### src/rtl/tile_rd_sched_pkg.sv
// Shared definitions for the tile read scheduler and its counter.
// Optional build macro: TILE_RD_SCHED_WDOG_EN widens err by one watchdog bit.
package tile_rd_sched_pkg;

  localparam int DEF_DATA_W        = 64;
  localparam int DEF_MAX_TILE_SIZE = 64;
  localparam int DEF_MAX_TILES     = 4096;
  localparam int DEF_WDOG_CYCLES   = 1024;

  // Bit positions inside the sticky error vector
  localparam int ERR_BAD_CFG    = 0;
  localparam int ERR_OVERLAP    = 1;
  localparam int ERR_UNEXP_WORD = 2;
  localparam int ERR_WDOG       = 3;

`ifdef TILE_RD_SCHED_WDOG_EN
  localparam int ERR_W = 4;
`else
  localparam int ERR_W = 3;
`endif

  typedef enum logic [1:0] {
    IDLE  = 2'd0,
    RUN   = 2'd1,
    DRAIN = 2'd2,
    DONE  = 2'd3
  } sched_state_e;

endpackage

### src/rtl/tile_rd_sched_if.sv
// Buffer-facing read port of the tile read scheduler.
// The scheduler is the master: it requests tiles and presents the tile size,
// the buffer answers with readiness flags and the returning tile words.
interface tile_rd_sched_if #(
  parameter int DATA_W = 64,
  parameter int TS_W   = 6
);

  logic              start_tile_rd;
  logic [TS_W-1:0]   tile_size;
  logic              tile_size_valid;
  logic              tile_rd_ready;
  logic              two_tiles_rd_ready;
  logic              in_valid;
  logic [DATA_W-1:0] in_data;

  modport master (
    output start_tile_rd, tile_size, tile_size_valid,
    input  tile_rd_ready, two_tiles_rd_ready, in_valid, in_data
  );

  modport slave (
    input  start_tile_rd, tile_size, tile_size_valid,
    output tile_rd_ready, two_tiles_rd_ready, in_valid, in_data
  );

endinterface

### src/rtl/tile_word_counter.sv
// Counts accepted words within a tile and tiles within a layer, and produces
// the registered tile/layer boundary markers that travel with the output word.
module tile_word_counter
  import tile_rd_sched_pkg::*;
#(
  parameter int TS_W  = $clog2(DEF_MAX_TILE_SIZE),
  parameter int CNT_W = $clog2(DEF_MAX_TILES) + 1
) (
  input  logic             clk,
  input  logic             resetn,
  input  logic             clear,
  input  logic             word_valid,
  input  logic [TS_W-1:0]  tile_size,
  input  logic [CNT_W-1:0] tiles_total,
  output logic             tile_done,
  output logic             out_tile_last,
  output logic             out_layer_last
);

  logic [TS_W-1:0]  word_cnt_q, word_cnt_d;
  logic [CNT_W-1:0] tiles_rx_q, tiles_rx_d;
  logic             tile_last_q, tile_last_d;
  logic             layer_last_q, layer_last_d;
  logic             layer_last;

  // Detect tile/layer completion and advance the word and tile counters
  always_comb begin
    word_cnt_d   = word_cnt_q;
    tiles_rx_d   = tiles_rx_q;
    tile_done    = word_valid && (word_cnt_q == tile_size - 1'b1);
    layer_last   = tile_done && (tiles_rx_q == tiles_total - 1'b1);
    tile_last_d  = tile_done;
    layer_last_d = layer_last;
    if (clear) begin
      word_cnt_d = '0;
      tiles_rx_d = '0;
    end else if (word_valid) begin
      if (tile_done) begin
        word_cnt_d = '0;
        tiles_rx_d = tiles_rx_q + 1'b1;
      end else begin
        word_cnt_d = word_cnt_q + 1'b1;
      end
    end
  end

  // Counter and marker registers
  always_ff @(posedge clk or negedge resetn) begin
    if (!resetn) begin
      word_cnt_q   <= '0;
      tiles_rx_q   <= '0;
      tile_last_q  <= 1'b0;
      layer_last_q <= 1'b0;
    end else begin
      word_cnt_q   <= word_cnt_d;
      tiles_rx_q   <= tiles_rx_d;
      tile_last_q  <= tile_last_d;
      layer_last_q <= layer_last_d;
    end
  end

  assign out_tile_last  = tile_last_q;
  assign out_layer_last = layer_last_q;

endmodule

### src/rtl/tile_rd_sched.sv
// Tile read scheduler: requests tiles from the layer tile buffer keeping up to
// two in flight, forwards returning words one cycle later with boundary
// markers, and flags protocol errors in a sticky vector.
// Optional build macro: TILE_RD_SCHED_WDOG_EN adds a no-data watchdog (err[3]).
module tile_rd_sched
  import tile_rd_sched_pkg::*;
#(
  parameter int DATA_W        = DEF_DATA_W,
  parameter int MAX_TILE_SIZE = DEF_MAX_TILE_SIZE,
  parameter int MAX_TILES     = DEF_MAX_TILES
`ifdef TILE_RD_SCHED_WDOG_EN
  ,
  parameter int WDOG_CYCLES   = DEF_WDOG_CYCLES
`endif
) (
  input  logic                             clk,
  input  logic                             resetn,
  input  logic                             layer_start,
  input  logic [$clog2(MAX_TILE_SIZE)-1:0] cfg_tile_size,
  input  logic [$clog2(MAX_TILES):0]       cfg_tiles,
  input  logic                             consumer_credit,
  tile_rd_sched_if.master                  rd_if,
  output logic                             out_valid,
  output logic [DATA_W-1:0]                out_data,
  output logic                             out_tile_last,
  output logic                             out_layer_last,
  output logic                             layer_done,
  output logic                             busy,
  output logic [ERR_W-1:0]                 err
);

  localparam int TS_W  = $clog2(MAX_TILE_SIZE);
  localparam int CNT_W = $clog2(MAX_TILES) + 1;

  sched_state_e      state_q, state_d;
  logic [TS_W-1:0]   tile_size_q, tile_size_d;
  logic [CNT_W-1:0]  tiles_q, tiles_d;
  logic [CNT_W-1:0]  issued_q, issued_d;
  logic [1:0]        outstanding_q, outstanding_d;
  logic              start_q, start_d;
  logic              out_valid_q, out_valid_d;
  logic [DATA_W-1:0] out_data_q, out_data_d;
  logic [ERR_W-1:0]  err_q, err_d;
  logic              issue;
  logic              accept;
  logic              layer_go;
  logic              tile_done;
`ifdef TILE_RD_SCHED_WDOG_EN
  localparam int WD_W = $clog2(WDOG_CYCLES) + 1;
  logic [WD_W-1:0]   wdog_q, wdog_d;
  logic              wdog_hit;
`endif

  // Next-state, issue decision, in-flight accounting and error capture
  always_comb begin
    state_d     = state_q;
    tile_size_d = tile_size_q;
    tiles_d     = tiles_q;
    issued_d    = issued_q;
    err_d       = err_q;
    layer_go    = 1'b0;

    // Words arriving with nothing requested are dropped, not forwarded
    accept = rd_if.in_valid && (outstanding_q != 2'd0);

    // The cycle after a pulse is blocked so the buffer's ready flags can settle
    issue = (state_q == RUN) && !start_q && consumer_credit &&
            (issued_q < tiles_q) &&
            (((outstanding_q == 2'd0) && rd_if.tile_rd_ready) ||
             ((outstanding_q == 2'd1) && rd_if.two_tiles_rd_ready));

    start_d       = issue;
    out_valid_d   = accept;
    out_data_d    = accept ? rd_if.in_data : out_data_q;
    outstanding_d = outstanding_q + {1'b0, issue} - {1'b0, tile_done};

    if (rd_if.in_valid && (outstanding_q == 2'd0)) begin
      err_d[ERR_UNEXP_WORD] = 1'b1;
    end
    if (layer_start && (state_q != IDLE)) begin
      err_d[ERR_OVERLAP] = 1'b1;
    end
`ifdef TILE_RD_SCHED_WDOG_EN
    if (wdog_hit) begin
      err_d[ERR_WDOG] = 1'b1;
    end
`endif
    if (issue) begin
      issued_d = issued_q + 1'b1;
    end

    case (state_q)
      IDLE: begin
        if (layer_start) begin
          if (cfg_tile_size == '0) begin
            err_d[ERR_BAD_CFG] = 1'b1;
          end else begin
            tile_size_d = cfg_tile_size;
            tiles_d     = cfg_tiles;
            issued_d    = '0;
            layer_go    = 1'b1;
            state_d     = (cfg_tiles == '0) ? DONE : RUN;
          end
        end
      end
      RUN: begin
        if (issue && ((issued_q + 1'b1) == tiles_q)) begin
          state_d = DRAIN;
        end
      end
      DRAIN: begin
        if (out_layer_last) begin
          state_d = DONE;
        end
      end
      DONE: begin
        state_d = IDLE;
      end
      default: begin
        state_d = IDLE;
      end
    endcase
  end

  // Scheduler state, configuration and output registers
  always_ff @(posedge clk or negedge resetn) begin
    if (!resetn) begin
      state_q       <= IDLE;
      tile_size_q   <= '0;
      tiles_q       <= '0;
      issued_q      <= '0;
      outstanding_q <= 2'd0;
      start_q       <= 1'b0;
      out_valid_q   <= 1'b0;
      out_data_q    <= '0;
      err_q         <= '0;
    end else begin
      state_q       <= state_d;
      tile_size_q   <= tile_size_d;
      tiles_q       <= tiles_d;
      issued_q      <= issued_d;
      outstanding_q <= outstanding_d;
      start_q       <= start_d;
      out_valid_q   <= out_valid_d;
      out_data_q    <= out_data_d;
      err_q         <= err_d;
    end
  end

`ifdef TILE_RD_SCHED_WDOG_EN
  // Count consecutive silent cycles while tiles are in flight
  always_comb begin
    wdog_d   = '0;
    wdog_hit = 1'b0;
    if ((outstanding_q != 2'd0) && !rd_if.in_valid) begin
      if (wdog_q == WD_W'(WDOG_CYCLES - 1)) begin
        wdog_hit = 1'b1;
        wdog_d   = wdog_q;
      end else begin
        wdog_d = wdog_q + 1'b1;
      end
    end
  end

  // Watchdog counter register
  always_ff @(posedge clk or negedge resetn) begin
    if (!resetn) begin
      wdog_q <= '0;
    end else begin
      wdog_q <= wdog_d;
    end
  end
`endif

  tile_word_counter #(
    .TS_W  (TS_W),
    .CNT_W (CNT_W)
  ) u_word_counter (
    .clk            (clk),
    .resetn         (resetn),
    .clear          (layer_go),
    .word_valid     (accept),
    .tile_size      (tile_size_q),
    .tiles_total    (tiles_q),
    .tile_done      (tile_done),
    .out_tile_last  (out_tile_last),
    .out_layer_last (out_layer_last)
  );

  assign rd_if.start_tile_rd   = start_q;
  assign rd_if.tile_size       = tile_size_q;
  assign rd_if.tile_size_valid = (state_q == RUN) || (state_q == DRAIN);
  assign out_valid             = out_valid_q;
  assign out_data              = out_data_q;
  assign layer_done            = (state_q == DONE);
  assign busy                  = (state_q != IDLE);
  assign err                   = err_q;

endmodule
### src/flat_wrapper.sv
// flat-port wrapper written by rule: the top's interface ports become plain ports
module tile_rd_sched_flat import tile_rd_sched_pkg::*;
#(
  parameter int DATA_W        = DEF_DATA_W,
  parameter int MAX_TILE_SIZE = DEF_MAX_TILE_SIZE,
  parameter int MAX_TILES     = DEF_MAX_TILES

)
  (clk, resetn, layer_start, cfg_tile_size, cfg_tiles, consumer_credit, out_valid, out_data, out_tile_last, out_layer_last, layer_done, busy, err, rd_if_start_tile_rd, rd_if_tile_size, rd_if_tile_size_valid, rd_if_tile_rd_ready, rd_if_two_tiles_rd_ready, rd_if_in_valid, rd_if_in_data);
  tile_rd_sched_if #(.DATA_W(DATA_W)) rd_if_i ();
  input  logic clk;
  input  logic resetn;
  input  logic layer_start;
  input  logic [$clog2(MAX_TILE_SIZE)-1:0] cfg_tile_size;
  input  logic [$clog2(MAX_TILES):0] cfg_tiles;
  input  logic consumer_credit;
  output logic out_valid;
  output logic [DATA_W-1:0] out_data;
  output logic out_tile_last;
  output logic out_layer_last;
  output logic layer_done;
  output logic busy;
  output logic [ERR_W-1:0] err;
  output wire logic [$bits(rd_if_i.start_tile_rd)-1:0] rd_if_start_tile_rd;
  output wire logic [$bits(rd_if_i.tile_size)-1:0] rd_if_tile_size;
  output wire logic [$bits(rd_if_i.tile_size_valid)-1:0] rd_if_tile_size_valid;
  input wire logic [$bits(rd_if_i.tile_rd_ready)-1:0] rd_if_tile_rd_ready;
  input wire logic [$bits(rd_if_i.two_tiles_rd_ready)-1:0] rd_if_two_tiles_rd_ready;
  input wire logic [$bits(rd_if_i.in_valid)-1:0] rd_if_in_valid;
  input wire logic [$bits(rd_if_i.in_data)-1:0] rd_if_in_data;
  assign rd_if_start_tile_rd = rd_if_i.start_tile_rd;
  assign rd_if_tile_size = rd_if_i.tile_size;
  assign rd_if_tile_size_valid = rd_if_i.tile_size_valid;
  assign rd_if_i.tile_rd_ready = rd_if_tile_rd_ready;
  assign rd_if_i.two_tiles_rd_ready = rd_if_two_tiles_rd_ready;
  assign rd_if_i.in_valid = rd_if_in_valid;
  assign rd_if_i.in_data = rd_if_in_data;
  tile_rd_sched #(.DATA_W(DATA_W), .MAX_TILE_SIZE(MAX_TILE_SIZE), .MAX_TILES(MAX_TILES)) u_core (.clk(clk), .resetn(resetn), .layer_start(layer_start), .cfg_tile_size(cfg_tile_size), .cfg_tiles(cfg_tiles), .consumer_credit(consumer_credit), .rd_if(rd_if_i), .out_valid(out_valid), .out_data(out_data), .out_tile_last(out_tile_last), .out_layer_last(out_layer_last), .layer_done(layer_done), .busy(busy), .err(err));
endmodule
### config.mk
export PLATFORM = sky130hd
export DESIGN_NAME = tile_rd_sched_flat
export DESIGN_NICKNAME = d
export VERILOG_FILES = /design/src/rtl/tile_rd_sched_pkg.sv /design/src/rtl/tile_rd_sched_if.sv /design/src/rtl/tile_word_counter.sv /design/src/rtl/tile_rd_sched.sv /design/src/flat_wrapper.sv
export SDC_FILE = /design/constraint.sdc
export NUM_CORES = 1
export LEC_CHECK = 0
export BUFFER_PORTS_ARGS = -buffer_cell sky130_fd_sc_hd__buf_2
export CAP_MARGIN = 20
export CORE_MARGIN = 4
export CORE_UTILIZATION = 45
export DETAILED_ROUTE_END_ITERATION = 8
export PLACE_DENSITY = 0.7
export SETUP_SLACK_MARGIN = 0.2
export SLEW_MARGIN = 20
export SYNTH_ARGS = -nofsm -noshare
export SYNTH_HDL_FRONTEND = slang
export SYNTH_HIERARCHICAL = 1
export SYNTH_SLANG_ARGS = --single-unit
export TNS_END_PERCENT = 30
### constraint.sdc
create_clock -name clk -period 3.64 [get_ports clk]
set_input_delay 0 -clock clk [delete_from_list [all_inputs] [get_ports clk]]
set_output_delay 0 -clock clk [all_outputs]
set_load 0.005 [all_outputs]
==> Word-level counts from Yosys, hierarchy flattened <==
Index checks and enable logic that the tools add are counted.
{ "word_totals": {"register_bits": 126, "out_inout_bits": 80, "elab_cells": 81, "input_bits": 90} }
{ "op_classes": {"muxes": 19, "n_reduce_logical": 27, "n_lt_le_gt_ge": 1, "eq_ne": 11, "n_bitwise": 1, "addsub": 7} }
{ "ops": {"columns": ["op", "n"], "rows": [
  ["13-bit 2-to-1 mux", 7],
  ["13-bit by 1-bit adder with 13-bit output (second input constant)", 2],
  ["13-bit == test", 2],
  ["6-bit 2-to-1 mux", 3],
  ["13-bit logical NOT", 1],
  ["13-bit less-than comparator", 1],
  ["13-bit by 1-bit subtractor with 13-bit output (second input constant)", 1],
  ["1-bit logical AND", 12],
  ["2-bit 2-to-1 mux", 5],
  ["2-bit inequality test (second input constant)", 4],
  ["2-bit case mux with 4 select lines", 1],
  ["2-bit nonzero test", 4],
  ["6-bit by 1-bit adder with 6-bit output (second input constant)", 1],
  ["6-bit == test", 1],
  ["6-bit logical NOT", 1],
  ["3-bit AND reduction", 2],
  ["6-bit by 1-bit subtractor with 6-bit output (second input constant)", 1],
  ["2-bit by 1-bit == test with 1-bit output (second input constant)", 2],
  ["2-bit == test (second input constant)", 2],
  ["2-bit logical NOT", 2],
  ["4-bit AND reduction", 1],
  ["1-bit 2-to-1 mux", 3],
  ["2-bit by 1-bit adder with 2-bit output", 1],
  ["1-bit logical OR", 2],
  ["4 further kinds", 4]
]} }

==> Logic depth before layout (Yosys ltp) <==
Gate-level depths: netlist (run 1).
{ "logic_depth": {"depth_word": 9, "ltp_mapped": 14, "depth_no_buf": 11} }

==> By module <==
Netlist (run 1), hierarchy kept.
{ "by_module_without_submodules": {"columns": ["mod", "cells_each", "n_inst", "area_per_inst_um2", "seq_area_each_um2"], "rows": [
  ["tile_rd_sched", 414, 1, 4981.0, 2627.5],
  ["tile_word_counter", 181, 1, 1574.0, 525.5]
]} }

==> Worst setup path before layout (run 1) <==
No wires, ideal clock.
{ "synth_path": {"kind": "register to register", "start": "register u_core.outstanding_q[1]", "end": "register u_core.outstanding_q[1]", "period_less_slack_ns": 2.974, "arrival_ns": 2.852, "required_time_ns": 3.517, "setup_ns": 0.123, "slack_ns": 0.666, "path_stages_with_launch": 15, "path_buffers": 4, "cell_sequence": "dfrtp_1 o21ai_0 clkbuf_1 clkbuf_1 inv_1 clkbuf_1 nand3_1 a211oi_4 nand2_4 clkbuf_1 inv_2 xnor2_1 ha_1 xor2_1 xnor2_1"} }
{ "synth_via": {"elab_cells_between_ends": 11, "cone_classes": "add/sub (2); eq/ne (1); reduce/logical (8)"} }
{ "synth_rtl": {"columns": ["element", "line_no", "rtl"], "rows": [
  ["start: declaration", "tile_rd_sched.sv:39", "logic [1:0] outstanding_q, outstanding_d;"],
  ["start signal: assignment", "tile_rd_sched.sv:142", "outstanding_q <= outstanding_d;"],
  ["2-bit nonzero test", "tile_rd_sched.sv:64", "accept = rd_if.in_valid && (outstanding_q != 2'd0);"],
  ["1-bit logical AND", "tile_rd_sched.sv:64", null],
  ["via u_core.accept", "tile_rd_sched.sv:45", "logic accept;"],
  ["1-bit logical AND", "tile_word_counter.sv:30", "tile_done = word_valid && (word_cnt_q == tile_size - 1'b1);"],
  ["via u_core.tile_done", "tile_rd_sched.sv:47", "logic tile_done;"],
  ["2-bit by 1-bit subtractor with 2-bit output", "tile_rd_sched.sv:75", "outstanding_d = outstanding_q + {1'b0, issue} - {1'b0, tile_done};"],
  ["via u_core.outstanding_d[1]", "tile_rd_sched.sv:39", null]
]} }
The timed path passes the listed nets, and every way through them passes these cells.
A chain may end at the register's enable or synchronous reset.

==> Worst setup path after layout (run 1) <==
{ "layout_path": {"start": "register u_core.tiles_q[10]", "end": "register u_core.issued_q[11]"} }
{ "layout_via": {"elab_chain_len": 7} }
{ "layout_lines": {"columns": ["element", "line_no", "rtl"], "rows": [
  ["start: declaration", "tile_rd_sched.sv:37", "logic [CNT_W-1:0] tiles_q, tiles_d;"],
  ["start signal: assignment", "tile_rd_sched.sv:140", "tiles_q <= tiles_d;"],
  ["13-bit less-than comparator (*)", "tile_rd_sched.sv:68", "(issued_q < tiles_q) &&"],
  ["1-bit logical AND (*)", "tile_rd_sched.sv:67", "issue = (state_q == RUN) && !start_q && consumer_credit &&"],
  ["1-bit logical AND (*)", "tile_rd_sched.sv:68", null],
  ["13-bit 2-to-1 mux (*)", "tile_rd_sched.sv:88", "if (issue) begin"],
  ["13-bit 2-to-1 mux", "tile_rd_sched.sv:95", "if (cfg_tile_size == '0) begin"],
  ["13-bit 2-to-1 mux", "tile_rd_sched.sv:94", "if (layer_start) begin"],
  ["13-bit 2-to-1 mux (*)", "tile_rd_sched.sv:92", "case (state_q)"],
  ["via u_core.issued_d[11]", "tile_rd_sched.sv:38", "logic [CNT_W-1:0] issued_q, issued_d;"],
  ["end signal: assignment", "tile_rd_sched.sv:141", "issued_q <= issued_d;"],
  ["end: declaration", "tile_rd_sched.sv:38", null]
]} }
Mark *: on every way through the listed nets, which the timed path passes. The rest lies on a longest branch.

==> flow_metrics.tcl, run 1 <==
set metrics [dict create \
    tritoncts "done" \
    rsz0062_at_grt "no" \
    grt_pass1_vias 6036 \
    cp-start-kind "flop" \
    synth_seq_cells 126 \
    ys_types 69 \
    fmax_mhz 350.7 \
    power_density_mw_per_mm2 720.0 \
    critPathMaxFanout 19 \
    core_sq_mm 0.01410 \
    cts_root_buffer "clkbuf_16" \
    fin_worst_skew_ns 0.008361 \
    clkSlewWorstSetupHoldPaths_ns 0.06 \
    initial_core_util 0.4650 \
    power_w 0.006494 \
    cts_resized 0 \
    p_leak_nw 4.118 \
    cts_made_buffers 17 \
    syn_inst 595 \
    hpwlAfterDp_um 12180 \
    totalWireLength_um 18710 \
    worst_pin_slew_ns 0.8037 \
    boundaryPins 170 \
    hold_class "in2reg" \
    wire_per_inst_um 17.92 \
    worst_ir_drop_vdd_v 0.0004413 \
    setup_viol 0 \
    outcome "finished clean" \
    power.internal_w 0.004100 \
    die_x_um 128.7 \
    stdcell_count 1044 \
    avgSynthCellArea_sq_um 11.02 \
    seqPwrFrac 0.368 \
    period_needed_ns 2.851 \
    design_area_sq_mm 0.009020 \
    end_kind "flop" \
    clock_tree.buffer_depth 2 \
    antenna_found_initial 0 \
    fin_tns_setup_ns 0 \
    place.port_buffers 169 \
    drt_iter0_drc 380 \
    synth-main-ff-cell "dfrtp_1" \
    htreeDepth 4 \
    drc 0 \
    grt_max_degree 79 \
    clockPowerShare 0.250 \
    placed_area_sq_mm 0.007592 \
    synth.most_common_cell "dfrtp_1" \
    syn2layout_area_growth_pct 37.60 \
    async_reset_ff_frac 1.000 \
    clkSinkCount 126 \
    drv_slew 0 \
    p_comb_frac 0.381 \
    dieArea_sq_mm 0.01656 \
    swShare 0.3687 \
    synth_area_leaders "dfrtp_1 (48%), mux2_2 (12%), ha_1 (4.4%)" \
    overflow 0 \
    ys.warnings.count 6 \
    cts_setup_buffers 0 \
    syn_nets 708 \
    rows 43 \
    die_y_um 128.7 \
    synth_top_area_share 0.4810 \
    p_switching_w 0.002395 \
    drive_gt1_frac 0.3488 \
    syn_area_sq_mm 0.006555 \
    synth_top_area_cell "dfrtp_1" \
    route.antenna.remaining_nets 0 \
    drv_cap 0 \
    grt_pass1_wl_um 30710 \
    routed_via_density 5.401 \
    required_ns 3.98 \
    detail_route.first_pass.iterations 5 \
    gp_congestion 0.8709 \
    clock_latency_ns 0.42 \
    synthTopCellsByCount "dfrtp_1 (126), mux2_2 (71), nand2_1 (36), o21ai_0 (32), xnor2_1 (32)" \
    report.final.hold_viol_count 0 \
    ys_seq_area_frac 0.4810 \
    dp_cells 925 \
    setup.worst_path.class "reg2reg" \
    track_usage 0.2350 \
    cp.arrival_ns 3.19 \
    max-slew-margin-rel 0.4642 \
    nets 963 \
    vias 5639 \
    fin_crit_sh 0.7834 \
    synth_edf_count 0 \
]
==> registers in the layout (all words and copies together) (netlist names) <==
| register | cells |
|---|---|
| u_core/rd_if.tile_size | 6 |
| u_core/out_data | 64 |
| u_core/issued_q | 13 |
| u_core/outstanding_q | 2 |
| u_core/u_word_counter/out_layer_last | 1 |
| u_core/state_q | 2 |
| u_core/err | 3 |
| u_core/out_valid | 1 |
| u_core/tiles_q | 13 |
| u_core/u_word_counter/tiles_rx_q | 13 |
| u_core/rd_if.start_tile_rd | 1 |
| u_core/u_word_counter/word_cnt_q | 6 |
| u_core/u_word_counter/out_tile_last | 1 |
==> metal layers <==
metal,routed length (um),share of wire,vias to the layer above,GRT usage
met3,1512,0.081,32,0.08510
met1,7763,0.42,2720,0.2941
met4,386,0.021,0,0.07906
met2,9043,0.48,233,0.3790
li1,-,-,2654,-
met5,0,0,-,0
==> critical path: stages (launching register included) <==
cell,delay (ns)
dfrtp_1,0.50
inv_1,0.13
ha_1,0.35
a21oi_1,0.14
nor2_1,0.08
nor3_2,0.26
nand3_2,0.09
buf_4,0.21
or3_2,0.54
or3_1,0.32
a21oi_1,0.15
==> cell type report <==
cell class	instances	area, sq um
clock buffer	18	439.2
multi-input combinational	415	3203
timing repair buffer	260	1763
sequential	126	3153
inverter	30	112.6
fill	1055	5076
clock inverter	14	121.4
antenna	1	2.502
tap	180	225.2
==> cell usage in the layout, fill, tap and decap left out, drive strengths merged, types with 3 or more instances in the layout <==
cell,instances
nor2b,6
clkbuf,18
dfrtp,126
nand4,12
o21ai,35
and4,3
inv,40
dlygate4sd3,86
or3,15
and2,3
xnor2,32
or4,10
nor3,13
mux2,71
mux2i,6
or3b,3
nand3,12
nor4,9
a21o,4
nor2,24
xor2,18
clkinv,3
and3,5
buf,174
nor4b,4
a21oi,31
o31ai,8
nand2,37
ha,23
a31oi,3
a211oi,3
==> repair_timing <==
item / in CTS / in global routing
hold endpoints to repair: 163 / 0
setup endpoints to repair: 0 / 0
hold buffers: 86 / 0
==> final timing paths <==
path | start | endpoint | slack, ns | depth (start not counted)
max | u_core/tiles_q[10] | u_core/issued_q[11] | 0.79 | 10
min | consumer_credit | u_core/rd_if.start_tile_rd | 0.12 | 4
max reg2reg | u_core/tiles_q[10] | u_core/issued_q[11] | 0.79 | 10
min reg2reg | u_core/err[2] | u_core/err[2] | 0.46 | 1
max in group asynchronous | resetn | u_core/out_data[31] | 2.58 | 3
min in group asynchronous | resetn | u_core/u_word_counter/tiles_rx_q[9] | 0.16 | 2
==> power groups by stage <==
stage               registers, W  logic [W]  clock network, W
floorplan                0.00232    0.00147                 0
global placement         0.00236    0.00230                 0
detailed placement       0.00237    0.00236                 0
CTS                      0.00236    0.00245           0.00165
global route             0.00247    0.00274           0.00173
finish                   0.00239    0.00248           0.00163
==> kinds of logic (layout without fill, tap and decap cells) <==
| logic type | count (synthesis) | in the layout | synth area share |
|---|---|---|---|
| AND/OR/NAND/NOR | 163 | 163 | 0.1453 |
| flip-flops | 126 | 126 | 0.4810 |
| AO/OA/AOI/OAI | 101 | 101 | 0.09563 |
| multiplexers | 77 | 77 | 0.1311 |
| buffers and inverters | 54 | 322 | 0.03283 |
| XOR/XNOR | 51 | 51 | 0.07024 |
| adder cells (fa/ha/maj) | 23 | 23 | 0.04390 |
| other | 0 | 1 | 0 |
==> through the flow <==
step	hold WS (ns)	util	setup WS [ns]
floorplan	-0.2956	-	0.6657
detailed placement	0.2321	0.5386	0.8017
CTS	0.1108	0.6394	0.7862
global placement	0.2212	0.5386	0.8766
global route	0.1238	0.6397	0.6144
finish	0.1243	0.6399	0.7885
Note: power is estimated with default switching activity, not from simulation.
==> run 2: changes to the inputs <==
PLACE_DENSITY = 0.72   (was 0.7)
clock period = 2.45 ns   (was 3.64 ns; I/O delays follow)
==> flow_metrics.tcl, run 2 (same netlist as run 1, synthesis figures left out) <==
set metrics [dict create \
    initial_core_util 0.4650 \
    multi_input_area_sq_mm 0.003423 \
    cp_cell_sequence "or4_4 -> or3_4 -> a211oi_4 -> nand2_4 -> buf_6 -> or4_4 -> a21oi_2" \
    core_sq_mm 0.01410 \
    reg2reg_slack_ns -0.05 \
    setup_viol 5 \
    die_x_um 128.7 \
    vias 6013 \
    final_common_cell "buf_2" \
    drv_cap 0 \
    fin_ws_ns -0.04840 \
    routed_via_density 5.476 \
    boundaryPins 170 \
    worst_path_max_delay_cell "or4_4" \
    seqPwrFrac 0.336 \
    route.antenna.remaining_nets 0 \
    stdcell_count 1098 \
    nets 1019 \
    cts_made_buffers 17 \
    wire_per_inst_um 18.58 \
    fin_crit_sh 1.020 \
    power.internal_w 0.006546 \
    die_y_um 128.7 \
    drive_gt1_frac 0.4303 \
    largest_reg_flops 64 \
    met1_length_um 8198 \
    dieArea_sq_mm 0.01656 \
    setup.worst_path.class "reg2reg" \
    cpPeakStageDelay_ns 0.53 \
    routed.top_layer "met4" \
    fmax_mhz 400.3 \
    clkSlewWorstSetupHoldPaths_ns 0.06 \
    whs_ns 0.03024 \
    critPathMaxFanout 5 \
    hold_class "in2async" \
    worst_pin_slew_ns 0.7973 \
    violations "DRC, setup timing" \
    max-slew-margin-rel 0.4685 \
    most-common-layout-cells "buf_2 (168), dfrtp_1 (121), dlygate4sd3_1 (86)" \
    tritoncts "done" \
    clkSinkCount 126 \
    clockPowerShare 0.239 \
    report.final.hold_viol_count 0 \
    antennaDiodeCount 0 \
    overflow 0 \
    wl_met3_um 1435 \
    power_density_mw_per_mm2 1054 \
    n_fill_cell 1000 \
    outcome "finished, violations left" \
    p_leak_nw 4.401 \
    swShare 0.3606 \
    drc 1 \
    detail_route.first_pass.iterations 7 \
    clock_tree.buffer_depth 2 \
    critPathTopFamily "simple AND/OR/NAND/NOR gates" \
    hpwlAfterDp_um 12970 \
    drv_slew 0 \
    grt_max_degree 66 \
    p_comb_frac 0.425 \
    wl_met2_um 10330 \
    grt_pass1_wl_um 32220 \
    cp-start-kind "flop" \
    seq_area_sq_mm 0.003159 \
    gp_congestion 0.8735 \
    rows 43 \
    cts_root_buffer "clkbuf_16" \
    grt_pass1_vias 6343 \
    rsz0062_at_grt "yes" \
    dp_cells 966 \
    crit_buf_inv 1 \
    end_kind "flop" \
    place.port_buffers 169 \
    drt_iter0_drc 322 \
    period_needed_ns 2.498 \
    p_switching_w 0.003691 \
    utilization 0.6889 \
    clock_latency_ns 0.42 \
    totalWireLength_um 20400 \
    worst_ir_drop_vdd_v 0.0007364 \
    cp_common_cell "or4_4" \
    syn2layout_area_growth_pct 48.14 \
    track_usage 0.2477 \
    antenna_found_initial 0 \
    required_ns 2.79 \
    htreeDepth 4 \
    cp.arrival_ns 2.83 \
    fin_worst_skew_ns 0.01196 \
]
run 2: changes by cell type in the layout (fill, tap and decap cells not counted), sizes merged, moves of 2 or more:
cell      delta
buf         +55
bufinv       +2
inv          -8
clkinvlp     +4
run 2: layout make-up:
cell class,instances,share of cell area
flip-flops and latches,126,0.3253
inverters,30,0.01185
clock inverters,13,0.01469
repair buffers,315,0.2282
well taps,180,0.02319
multi-input cells,416,0.3525
clock buffers,18,0.04420
run 2: metal layers:
layer / track usage / vias to the layer above
met2: 0.4253 / 261
met3: 0.07264 / 45
met1: 0.3005 / 2949
met5: 0 / -
met4: 0.07844 / 0
li1: - / 2758
run 2: path summary, 6_finish.rpt:
check / startpoint / to / cells after the start
worst max-delay path: u_core/rd_if.tile_size[1] / u_core/u_word_counter/tiles_rx_q[12] / 7
worst min-delay path: resetn / u_core/tiles_q[2] / 2
worst max register to register: u_core/rd_if.tile_size[1] / u_core/u_word_counter/tiles_rx_q[12] / 7
worst min register to register: u_core/err[2] / u_core/err[2] / 1
max in group asynchronous: resetn / u_core/issued_q[1] / 3
min in group clk: rd_if_tile_rd_ready / u_core/rd_if.start_tile_rd / 3
run 2: through the flow:
| step | power (W) | instance area [sq um] | setup TNS (ns) | setup WS [ns] |
|---|---|---|---|---|
| 4_1_cts | 0.01008 | 9562 | -0.03301 | -0.01531 |
| 5_1_grt | 0.01085 | 9711 | -0.9584 | -0.1477 |
| 2_1_floorplan | 0.005658 | 6585 | -0.1965 | -0.1870 |
| 6_report | 0.01024 | 9711 | -0.1250 | -0.04840 |
| 3_5_place_dp | 0.007353 | 7934 | -0.1770 | -0.08429 |
| 3_3_place_gp | 0.007179 | 7934 | 0 | 0.009906 |
run 2: what timing repair did:
action                                 in CTS  in global routing
buffers inserted                            7                  7
pin swaps                                  22                 17
endpoints found under the hold margin     186                  0
gates cloned                                1                  0
resized for setup                          28                 21
hold buffers                               86                  0
setup endpoints to repair                  19                 28
run 2: power groups by stage:
stage / registers, W / clock network (W) / logic (W)
finish: 0.00344 / 0.00245 / 0.00435
global route: 0.00353 / 0.00259 / 0.00472
CTS: 0.00339 / 0.00249 / 0.00420
detailed placement: 0.00339 / 0 / 0.00396
global placement: 0.00335 / 0 / 0.00383
floorplan: 0.00345 / 0 / 0.00220
==> run 3: changes to the inputs <==
CORE_ASPECT_RATIO = 0.7   (was unset)
SKIP_CTS_REPAIR_TIMING = 1   (was unset)
==> flow_metrics.tcl, run 3 (same netlist as run 1, synthesis figures left out) <==
set metrics [dict create \
    report.final.hold_viol_count 0 \
    totalWireLength_um 20030 \
    p_comb_frac 0.426 \
    hold_class "in2reg" \
    dieArea_sq_mm 0.01659 \
    swShare 0.3669 \
    end_kind "flop" \
    fin_worst_skew_ns 0.006890 \
    most-common-layout-cells "buf_2 (168), dfrtp_1 (125), dlygate4sd3_1 (86)" \
    antennaDiodeCount 0 \
    grt_pass1_wl_um 28200 \
    route.antenna.remaining_nets 0 \
    die_x_um 152.3 \
    drive_gt1_frac 0.3989 \
    period_needed_ns 2.543 \
    rows 36 \
    boundaryPins 170 \
    hpwlAfterDp_um 13270 \
    dp_cells 973 \
    drv_cap 0 \
    htreeDepth 4 \
    rsz0062_at_grt "yes" \
    gp_congestion 0.9163 \
    fmax_mhz 393.3 \
    cp.arrival_ns 2.88 \
    drc 0 \
    cts_made_buffers 17 \
    cp-start-kind "flop" \
    power.internal_w 0.006361 \
    wire_per_inst_um 18.21 \
    tritoncts "done" \
    seqPwrFrac 0.340 \
    clkSlewWorstSetupHoldPaths_ns 0.06 \
    utilization 0.6735 \
    track_usage 0.2130 \
    die_y_um 109.0 \
    p_switching_w 0.003687 \
    violations "setup timing" \
    setup_viol 7 \
    required_ns 2.79 \
    routed_via_density 5.344 \
    core_sq_mm 0.01410 \
    clock_latency_ns 0.41 \
    detail_route.first_pass.iterations 5 \
    worst_pin_slew_ns 0.8061 \
    overflow 0 \
    setup.worst_path.class "reg2reg" \
    post-place-ws_ns -0.1286 \
    drt_iter0_drc 357 \
    antenna_found_initial 0 \
    outcome "finished, violations left" \
    fin_ws_ns -0.09255 \
    reg2reg_slack_ns -0.09 \
    fin_crit_sh 1.038 \
    max-slew-margin-rel 0.4626 \
    clockPowerShare 0.235 \
    place.port_buffers 169 \
    critPathMaxFanout 6 \
    worst_ir_drop_vdd_v 0.0007023 \
    grt_pass1_vias 5670 \
    drv_slew 0 \
    power_density_mw_per_mm2 1058 \
    grt_max_degree 65 \
    initial_core_util 0.4649 \
    final_common_cell "buf_2" \
    largest_reg_flops 64 \
    clkSinkCount 126 \
    p_leak_nw 4.368 \
    vias 5878 \
    stdcell_count 1100 \
    cts_root_buffer "clkbuf_16" \
    nets 1010 \
    syn2layout_area_growth_pct 44.86 \
    clock_tree.buffer_depth 2 \
]
==> run 3: cell count changes in the layout (fill, tap and decap cells not counted), moves of 4 or more <==
cell / previous run / this run
a21oi_2: 6 / 2
buf_4: 53 / 46
dfrtp_2: 5 / 1
dfrtp_1: 121 / 125
a21oi_1: 25 / 29
clkinvlp_4: 5 / 1
ha_1: 16 / 21
==> run 3: cell type report <==
class	instances	area, sq um
clock buffer	19	452.9
clock inverter	13	105.1
fill	1012	4603
inverter	30	115.1
multi-input combinational	416	3298
sequential	126	3154
tap	190	237.7
timing repair buffer	306	2132
==> run 3: per-layer routing <==
| layer | track usage | wire, um | vias to the layer above |
|---|---|---|---|
| met5 | 0 | 0 | - |
| li1 | - | - | 2741 |
| met4 | 0.06030 | 353 | 0 |
| met3 | 0.07497 | 1580 | 38 |
| met2 | 0.3511 | 9869 | 267 |
| met1 | 0.2694 | 8230 | 2832 |
==> run 3: path summary, 6_finish.rpt <==
path	from	end	cells after the start
worst max register to register	u_core/rd_if.tile_size[1]	u_core/u_word_counter/tiles_rx_q[11]	7
max in group asynchronous	resetn	u_core/issued_q[2]	3
worst min-delay path	rd_if_tile_rd_ready	u_core/rd_if.start_tile_rd	3
worst min register to register	u_core/err[1]	u_core/err[1]	1
worst max-delay path	u_core/rd_if.tile_size[1]	u_core/u_word_counter/tiles_rx_q[11]	7
min in group asynchronous	resetn	u_core/rd_if.tile_size[0]	2
==> run 3: power by group through the flow <==
stage | logic, W | registers, W | clock network [W]
finish | 0.00428 | 0.00341 | 0.00236
floorplan | 0.00220 | 0.00345 | 0
CTS | 0.00396 | 0.00338 | 0.00239
global placement | 0.00378 | 0.00333 | 0
global route | 0.00464 | 0.00351 | 0.00250
detailed placement | 0.00394 | 0.00339 | 0
==> run 3: worst max-delay path, cell delays in order (launching register included) <==
cell and delay (ns):
dfrtp_1 0.38, or4_4 0.53, or3_4 0.35, a211oi_4 0.28, nand2_4 0.14, buf_6 0.15
or4_1 0.48, a21oi_1 0.16
==> run 3: stage by stage <==
| stage | area [sq um] | hold WS (ns) | TNS, ns | power (W) |
|---|---|---|---|---|
| after floorplan | 6585 | -0.2956 | -0.1965 | 0.005658 |
| after global placement | 7911 | 0.01651 | -0.009584 | 0.007111 |
| after detailed placement | 7911 | 0.03288 | -0.2872 | 0.007329 |
| after CTS | 8469 | -0.4135 | -0.3895 | 0.009730 |
| after global routing | 9495 | 0.1293 | -1.411 | 0.01065 |
| final | 9495 | 0.1185 | -0.3378 | 0.01005 |
